<file path="src/rtl/acc_cpu_p.sv">
// Accumulator CPU with a multi-cycle FSM and a req/ready memory port.
// One shared memory holds both instructions and data.
module acc_cpu_p #(
  parameter int DW  = 16,
  parameter int AW  = 8,
  parameter int OPW = 8
) (
  input  logic          clk,
  input  logic          rst,
  output logic          mem_req,
  output logic          mem_we,
  output logic [AW-1:0] mem_addr,
  output logic [DW-1:0] mem_wdata,
  input  logic [DW-1:0] mem_rdata,
  input  logic          mem_ready,
  output logic          halted,
  output logic          illegal,
  output logic [AW-1:0] pc_out,
  output logic [DW-1:0] acc_out
);

  localparam logic [2:0] S_FETCH    = 3'd0;
  localparam logic [2:0] S_DECODE   = 3'd1;
  localparam logic [2:0] S_EXEC_RD  = 3'd2;
  localparam logic [2:0] S_EXEC_ALU = 3'd3;
  localparam logic [2:0] S_EXEC_WR  = 3'd4;
  localparam logic [2:0] S_HALT     = 3'd5;

  localparam logic [OPW-1:0] OP_ADD   = OPW'(1);
  localparam logic [OPW-1:0] OP_OR    = OPW'(2);
  localparam logic [OPW-1:0] OP_LOAD  = OPW'(3);
  localparam logic [OPW-1:0] OP_STORE = OPW'(4);
  localparam logic [OPW-1:0] OP_JUMP  = OPW'(5);
  localparam logic [OPW-1:0] OP_JUMPZ = OPW'(6);
  localparam logic [OPW-1:0] OP_SUB   = OPW'(7);
  localparam logic [OPW-1:0] OP_AND   = OPW'(8);
  localparam logic [OPW-1:0] OP_XOR   = OPW'(9);
  localparam logic [OPW-1:0] OP_JUMPC = OPW'(10);
  localparam logic [OPW-1:0] OP_HALT  = OPW'(11);

  logic [2:0]    state_reg;
  logic [AW-1:0] pc_reg;
  logic [DW-1:0] ir_reg;
  logic [DW-1:0] acc_reg;
  logic [DW-1:0] operand_reg;
  logic          zflag_reg;
  logic          cflag_reg;
  logic          illegal_reg;

  logic [OPW-1:0] opcode;
  logic [AW-1:0]  addr_a;
  logic           is_read_op;
  logic [DW-1:0]  alu_result;
  logic           alu_carry;
  logic           alu_sets_carry;
  logic [DW:0]    sum_wide;

  assign opcode = ir_reg[OPW-1:0];
  assign addr_a = ir_reg[DW-1:DW-AW];

  // Every instruction that needs an operand fetched before the ALU cycle.
  always_comb begin
    is_read_op = 1'b0;
    case (opcode)
      OP_ADD, OP_OR, OP_LOAD, OP_SUB, OP_AND, OP_XOR: is_read_op = 1'b1;
      default:                                        is_read_op = 1'b0;
    endcase
  end

  always_comb begin
    sum_wide       = {1'b0, acc_reg} + {1'b0, operand_reg};
    alu_result     = operand_reg;
    alu_carry      = cflag_reg;
    alu_sets_carry = 1'b0;
    case (opcode)
      OP_ADD: begin
        alu_result     = sum_wide[DW-1:0];
        alu_carry      = sum_wide[DW];
        alu_sets_carry = 1'b1;
      end
      OP_SUB: begin
        alu_result     = acc_reg - operand_reg;
        alu_carry      = (acc_reg < operand_reg);
        alu_sets_carry = 1'b1;
      end
      OP_OR:   alu_result = acc_reg | operand_reg;
      OP_AND:  alu_result = acc_reg & operand_reg;
      OP_XOR:  alu_result = acc_reg ^ operand_reg;
      default: alu_result = operand_reg;
    endcase
  end

  always_ff @(posedge clk) begin
    if (rst) begin
      state_reg   <= S_FETCH;
      pc_reg      <= '0;
      ir_reg      <= '0;
      acc_reg     <= '0;
      operand_reg <= '0;
      zflag_reg   <= 1'b0;
      cflag_reg   <= 1'b0;
      illegal_reg <= 1'b0;
    end else begin
      case (state_reg)
        S_FETCH: begin
          if (mem_ready) begin
            ir_reg    <= mem_rdata;
            pc_reg    <= pc_reg + 1'b1;
            state_reg <= S_DECODE;
          end
        end
        S_DECODE: begin
          if (is_read_op) begin
            state_reg <= S_EXEC_RD;
          end else begin
            case (opcode)
              OP_STORE: state_reg <= S_EXEC_WR;
              OP_JUMP: begin
                pc_reg    <= addr_a;
                state_reg <= S_FETCH;
              end
              OP_JUMPZ: begin
                if (zflag_reg) pc_reg <= addr_a;
                state_reg <= S_FETCH;
              end
              OP_JUMPC: begin
                if (cflag_reg) pc_reg <= addr_a;
                state_reg <= S_FETCH;
              end
              OP_HALT: state_reg <= S_HALT;
              default: begin
                illegal_reg <= 1'b1;
                state_reg   <= S_HALT;
              end
            endcase
          end
        end
        S_EXEC_RD: begin
          if (mem_ready) begin
            operand_reg <= mem_rdata;
            state_reg   <= S_EXEC_ALU;
          end
        end
        S_EXEC_ALU: begin
          acc_reg   <= alu_result;
          zflag_reg <= (alu_result == '0);
          if (alu_sets_carry) cflag_reg <= alu_carry;
          state_reg <= S_FETCH;
        end
        S_EXEC_WR: begin
          if (mem_ready) state_reg <= S_FETCH;
        end
        S_HALT:  state_reg <= S_HALT;
        default: state_reg <= S_HALT;
      endcase
    end
  end

  // Request lines are decoded from state, so they hold steady through wait cycles.
  assign mem_req   = !rst && ((state_reg == S_FETCH) || (state_reg == S_EXEC_RD) ||
                              (state_reg == S_EXEC_WR));
  assign mem_we    = !rst && (state_reg == S_EXEC_WR);
  assign mem_addr  = (state_reg == S_FETCH) ? pc_reg : addr_a;
  assign mem_wdata = acc_reg;
  assign halted    = !rst && (state_reg == S_HALT);
  assign illegal   = !rst && illegal_reg;
  assign pc_out    = pc_reg;
  assign acc_out   = acc_reg;

endmodule

</file>
<file path="config.mk">
export PLATFORM = sky130hd
export DESIGN_NAME = acc_cpu_p
export DESIGN_NICKNAME = d
export VERILOG_FILES = /design/src/rtl/acc_cpu_p.sv
export SDC_FILE = /design/constraint.sdc
export NUM_CORES = 1
export LEC_CHECK = 0
export CELL_PAD_IN_SITES_DETAIL_PLACEMENT = 1
export CELL_PAD_IN_SITES_GLOBAL_PLACEMENT = 1
export CORE_MARGIN = 1.5
export CORE_UTILIZATION = 25
export CTS_CLUSTER_DIAMETER = 150
export DETAILED_ROUTE_END_ITERATION = 16
export GPL_TIMING_DRIVEN = 1
export PLACE_DENSITY = 0.51
export SKIP_LAST_GASP = 1
export SLEW_MARGIN = 30
export SYNTH_ARGS = -nofsm -noshare
export SYNTH_HDL_FRONTEND = slang
export SYNTH_SLANG_ARGS = --single-unit
</file>
<file path="constraint.sdc">
create_clock -name clk -period 7.1 [get_ports clk]
set_input_delay 1.065 -clock clk [delete_from_list [all_inputs] [get_ports clk]]
set_output_delay 1.065 -clock clk [all_outputs]
set_load 0.02 [all_outputs]
</file>
==> impl_metrics.py <==
metrics = {
    "layout": {
        "nNetsFinal": 845,
        "post_route_cells_drive_above_1_share": 0.0669,
        "relative_area_change_from_synthesis_to_final_layout_pct": 20.5,
        "utilization": 0.307,
        "diode_insertion_count_for_antenna_repair": 0,
        "fin_cells": 1057,
        "finalInstanceArea_um2": 6700,
    },
    "sta": {
        "transition_time_of_the_tightest_slew_check_pin_ps": 868,
        "finalHoldViolations": 0,
        "max-slew-margin-rel": 0.420,
        "timing.final.ws_setup_ps": 3420,
        "setup_total_negative_slack_ps": 0,
        "timing.hold.ws_ps": 472,
        "finalClockSkew_ps": 7.95,
        "report.final.setup_viol": 0,
        "rsz0062_at_grt": "no",
        "finalMaxSlewViolations": 0,
        "final_min_period_ps": 3680,
        "fin_crit_sh": 0.518,
        "max_clock_freq_mhz": 272,
    },
    "setup_path": {
        "timing.setup.critical_path_class": "reg2reg",
        "critical_path.max_fanout": 14,
        "worst_ep_required_time_ps": 7350,
        "worst_ep_arrival_time_ps": 3930,
        "critical_path.reg2reg.startpoint": "acc_out[4]$_SDFFE_PP0P_",
        "worst_r2r_endpoint": "acc_out[15]$_SDFFE_PP0P_",
        "setup.worst_path.end_class": "flop",
        "crit_path_start_kind": "flop",
        "ff2ff_setup_slack_ps": 3420,
        "r2r_depth": 10,
    },
    "synth": {
        "yosys.cell_count.top_type": "nand2_1",
        "syn_area_um2": 5560,
        "synth_largest_area_cell": "dfxtp_1",
        "post_synth_main_area_contributors": "dfxtp_1 (22%), ha_1 (12%), nand2_1 (6.7%)",
        "synthCells": 748,
        "synth_commonest_cells": "nand2_1 (99), a21oi_1 (69), dfxtp_1 (62)",
        "yosysWarningCount": 0,
        "synth_top_flop_cell": "dfxtp_1",
        "ys_seq_area_frac": 0.223,
        "post_synthesis_sequential_element_count": 62,
        "synth-edff-count": 0,
        "mappedNetlistNets": 821,
        "synth_largest_type_area_fraction": 0.223,
        "postSynth.asyncResetShare": 0,
        "synth.distinct_cells": 80,
        "synth.avg_cell_area_um2": 7.43,
    },
    "cts": {
        "cts_max_path_buffers": 2,
        "cts_setup_buffers": 0,
        "clock_sink_count": 62,
        "clkSlewWorstSetupHoldPaths_ps": 60,
        "maximum_level_of_the_cts_h_tree": 3,
        "tritoncts_clock_tree": "built",
        "numCtsBuffers": 9,
        "hold_buffers": 0,
        "clk-insertion-delay-late_ps": 350,
        "ctsRootBufferMaster": "clkbuf_16",
        "cts_repair_resize_count": 0,
    },
    "placement": {
        "globalplace.congestion": 0.811,
        "placedInstanceArea_um2": 6350,
        "dp_hpwl_mm": 15.9,
        "pre_cts_slack_ps": 3420,
        "placedCellCount": 1041,
        "port_buffers": 70,
    },
    "die": {
        "die_boundary_height_um": 152,
        "initial_core_util": 0.255,
        "die_w_um": 152,
        "boundaryPins": 71,
        "die-area_um2": 23100,
        "std_cell_rows": 54,
        "core_area_um2": 21800,
    },
    "global_route": {
        "globalRouteOverflowTotal": 0,
        "grt_pass1_wl_mm": 34.2,
        "grt_util_all_layers": 0.186,
        "grt_start_max_net_pins": 64,
        "antenna_found_initial": 0,
        "vias_in_the_first_global_route": 6032,
    },
    "detailed_routing": {
        "route.detailed.wl_per_inst_um": 20.4,
        "ratio_of_routed_vias_to_standard_cells": 5.46,
        "drc": 0,
        "initialDrtViolationCount": 231,
        "route.vias.total": 5772,
        "firstDrtPassIters": 5,
        "detail-route-antenna-nets": 0,
        "totalWireLength_mm": 21.5,
    },
    "worst_hold_path": {
        "worst_hold_path.endpoint": "illegal_reg$_SDFFE_PP0P_",
        "worst_hold_path_type": "reg2reg",
        "worstHoldPathCells": 2,
        "timing.hold.worst.start": "illegal_reg$_SDFFE_PP0P_",
    },
    "flow_run": {
        "max_cap_viol_count": 0,
    },
    "pwr": {
        "power_mw": 1.14,
        "peakVddDrop_mv": 0.0792,
        "power_density_nw_per_um2": 171,
        "power.leakage_nw": 2.40,
    },
    "run_status": {
        "status": "finished clean",
    },
}
-- logic make-up (layout without fill, tap and decap cells) --
group / after synthesis / in the layout / synth area share
AOI/OAI and AO/OA: 234 / 234 / 0.294
xor gates and xnor gates: 3 / 3 / 0.00473
adders and majority gates: 54 / 54 / 0.124
buffers and inverters: 119 / 148 / 0.0934
DFF: 62 / 62 / 0.223
muxes: 20 / 20 / 0.0385
and+or+nand+nor: 256 / 256 / 0.222
-- critical path, stage by stage (launching register included) --
cell and delay (ps):
dfxtp_1 400, inv_1 90, ha_1 530, nor3_1 130, a2111oi_0 760, o21ai_1 260
a211o_1 340, a21o_1 210, a2111oi_0 490, a311oi_2 90, a211oi_1 280
-- power by group --
group	internal, mW	switching (mW)
combinational	0.0895	0.146
sequential	0.362	0.0230
clock	0.342	0.180
total	0.794	0.350
-- per-layer routing --
layer	wire length [um]	share of wire	GRT usage	up-vias
li1	-	-	-	2734
met1	10100	0.47	0.240	2886
met2	10200	0.47	0.316	126
met3	739	0.034	0.0222	26
met4	472	0.022	0.0703	0
met5	0	0	0	-
-- layout make-up --
cell class	count	area [um2]
timing repair buffer	77	748
tap	280	350
clock buffer	10	229
fill	2634	15100
multi-input combinational	567	3810
inverter	55	206
clock inverter	6	110
sequential	62	1240
-- layout by cell type (no fill, tap or decap), drive strengths merged, types with 6 or more instances in the layout --
cell,netlist,layout
mux2,11,11
a2111oi,8,8
or3,7,7
nor4,8,8
mux2i,9,9
or2,7,7
o221ai,8,8
o211ai,10,10
dfxtp,62,62
ha,52,52
nor3,15,15
a21oi,69,69
o22ai,11,11
clkdlybuf4s50,0,69
clkbuf,41,10
a221oi,7,7
and3,10,10
a22oi,7,7
nand3,10,10
buf,23,8
nand2b,7,7
a31oi,6,6
a211oi,14,14
inv,55,55
nor2b,9,9
nand2,99,99
o21ai,34,34
nor2,57,57
-- worst max path at each step --
stage | from | to | slack [ps]
after CTS | acc_out[4]$_SDFFE_PP0P_ | acc_out[15]$_SDFFE_PP0P_ | 3360
final | acc_out[4]$_SDFFE_PP0P_ | acc_out[15]$_SDFFE_PP0P_ | 3420
after detailed placement | acc_out[4]$_SDFFE_PP0P_ | acc_out[15]$_SDFFE_PP0P_ | 3420
after global routing | acc_out[4]$_SDFFE_PP0P_ | acc_out[15]$_SDFFE_PP0P_ | 3080
after global placement | acc_out[0]$_SDFFE_PP0P_ | zflag_reg$_SDFFE_PP0P_ | 3520
after floorplan | rst | mem_we | 3860
Note: power is estimated with default switching activity, not from simulation.
==> variant (same settings) <==
Change the parameter `OPW` from 8 to 9.
--- a/src/rtl/acc_cpu_p.sv
+++ b/src/rtl/acc_cpu_p.sv
@@ -3,7 +3,7 @@
 module acc_cpu_p #(
   parameter int DW  = 16,
   parameter int AW  = 8,
-  parameter int OPW = 8
+  parameter int OPW = 9
 ) (
   input  logic          clk,
   input  logic          rst,
Function: changed (Yosys sat finds a counterexample within 4 cycles, from zero or initial values and one cycle with rst high).
==> variant against the original RTL <==
  * Clock skew grew 0.0046 ns
  * Power shrank 4.0%
  * Wire length grew 2.6%
  * First-iteration DRC count grew 24%
  * Design area grew 0.97%
  * Sequential cell count is the same
  * Via count grew 1.7%
  * Utilization shrank 0.64 points
  * Setup slack gained 0.090 ns
  * Area after synthesis grew 2.5%
  * Largest cell class unchanged
==> variant: results <==
<?xml version="1.0" encoding="UTF-8"?>
<metrics>
  <group name="critical_path">
    <metric name="critical-path-max-stage-delay" unit="ns">0.66</metric>
    <metric name="reg2regPathDepth" unit="">11</metric>
    <metric name="worstReg2RegEnd" unit="">zflag_reg</metric>
    <metric name="timing.reg2reg.setup_slack" unit="ns">3.53</metric>
    <metric name="timing.critical_path.arrival" unit="ns">2.53</metric>
    <metric name="cpMaxStageDelayCell" unit="">clkdlybuf4s50_1</metric>
    <metric name="critPathTopFamily" unit="">buffers and inverters</metric>
    <metric name="crit_path_max_fanout" unit="">66</metric>
    <metric name="r2r_start" unit="">operand_reg[6]</metric>
  </group>
  <group name="routing">
    <metric name="met3_wire_len" unit="µm">903</metric>
    <metric name="first_iter_violations" unit="">286</metric>
    <metric name="firstDrtPassIters" unit="">6</metric>
    <metric name="routed_via_density" unit="">5.46</metric>
    <metric name="count_of_vias_placed_by_the_detailed_router" unit="">5872</metric>
    <metric name="detail_route.wl_per_cell" unit="µm">20.5</metric>
    <metric name="routedLengthMet1" unit="µm">10500</metric>
    <metric name="dr_wl_met2" unit="µm">10200</metric>
  </group>
  <group name="synth">
    <metric name="synth-seq-area-share" unit="%">21.8</metric>
    <metric name="syn_nets" unit="">843</metric>
    <metric name="ys_top_cells_by_area" unit="">dfxtp_1, ha_1, nand2_1</metric>
    <metric name="yosysUniqueCellTypes" unit="">77</metric>
    <metric name="netlist_top_cells_count" unit="">nand2_1, a21oi_1, dfxtp_1</metric>
  </group>
  <group name="sta">
    <metric name="timing.max_slew.rel_slack" unit="%">35.1</metric>
    <metric name="fin_skew" unit="ns">0.0125</metric>
    <metric name="holdWs" unit="ns">0.458</metric>
  </group>
  <group name="placed_design">
    <metric name="gp_congestion" unit="">0.840</metric>
    <metric name="dpl_cell_area" unit="mm²">0.00646</metric>
    <metric name="placement.setup.worst_slack" unit="ns">3.34</metric>
    <metric name="dp.cells" unit="">1060</metric>
    <metric name="detailed_place_hpwl" unit="µm">16500</metric>
  </group>
  <group name="global_routing">
    <metric name="grt_start_max_net_pins" unit="">67</metric>
    <metric name="grt_pass1_vias" unit="">6104</metric>
    <metric name="grt_first_pass_wirelength" unit="µm">34700</metric>
    <metric name="grt_util_all_layers" unit="%">18.9</metric>
  </group>
  <group name="cells_and_area">
    <metric name="fillerInstances" unit="">2706</metric>
    <metric name="fraction_of_final_layout_cells_with_drive_strength_greater_than_1" unit="%">6.70</metric>
  </group>
  <group name="pwr">
    <metric name="vdd.ir_drop.worst" unit="V">0.000112</metric>
  </group>
  <group name="run_status">
    <metric name="status" unit="">finished clean</metric>
  </group>
  <group name="cts">
    <metric name="clock_insertion_delay_worst_skew" unit="ns">0.35</metric>
  </group>
</metrics>
variant: cell count changes after synthesis, moves of 5 or more:
cell | unedited run | this run
nand2_1 | 99 | 112
inv_1 | 55 | 45
a211oi_1 | 14 | 22
a21o_1 | 5 | 11
a31oi_1 | 6 | 12
o21ai_0 | 33 | 27
a21oi_1 | 69 | 64
variant: cell families after synthesis:
family	Yosys count	synth area share, %
AOI/OAI and AO/OA	236	28.9
xor gates and xnor gates	5	0.769
adders and majority gates	54	12.1
buffers and inverters	116	9.05
DFF	62	21.8
muxes	19	3.58
and+or+nand+nor	278	23.8
variant: final cells by class:
cell class | count | area (µm²) | share of cell area, %
inverter | 46 | 173 | 2.55
tap | 285 | 357 | 5.27
timing repair buffer | 75 | 733 | 10.8
clock inverter | 7 | 73.8 | 1.09
clock buffer | 9 | 225 | 3.33
sequential | 62 | 1240 | 18.4
multi-input combinational | 592 | 3960 | 58.5
variant: worst register-to-register path: cells and delay by family (launching register included):
family,cells,cell delay [ns]
simple gates,2,0.27
flops,1,0.47
fa+ha+maj,1,0.47
buf+inv,1,0.11
mux,1,0.39
compound gates,6,1.83
variant: layer usage:
metal / vias to the layer above / GRT usage (%)
met1: 2886 / 25.1
met3: 35 / 2.93
met4: 0 / 6.01
li1: 2798 / -
met5: - / 0
met2: 153 / 31.2
variant: where the power goes:
part           internal [mW]  switching, mW  total (mW)
logic                 0.0956          0.157       0.252
clock network          0.273          0.188       0.461
registers              0.361         0.0236       0.385
total                  0.730          0.368        1.10
variant: how the worst max path moves through the flow:
stage / end / cells past startpoint / startpoint / slack [ns]
6_report: mem_we / 4 / rst / 3.51
5_1_grt: zflag_reg / 12 / operand_reg[0] / 3.29
4_1_cts: mem_we / 4 / rst / 3.45
3_5_place_dp: pc_out[6] / 7 / mem_ready / 3.34
3_3_place_gp: pc_out[7] / 7 / mem_ready / 3.22
2_1_floorplan: zflag_reg / 12 / acc_out[2] / 3.98
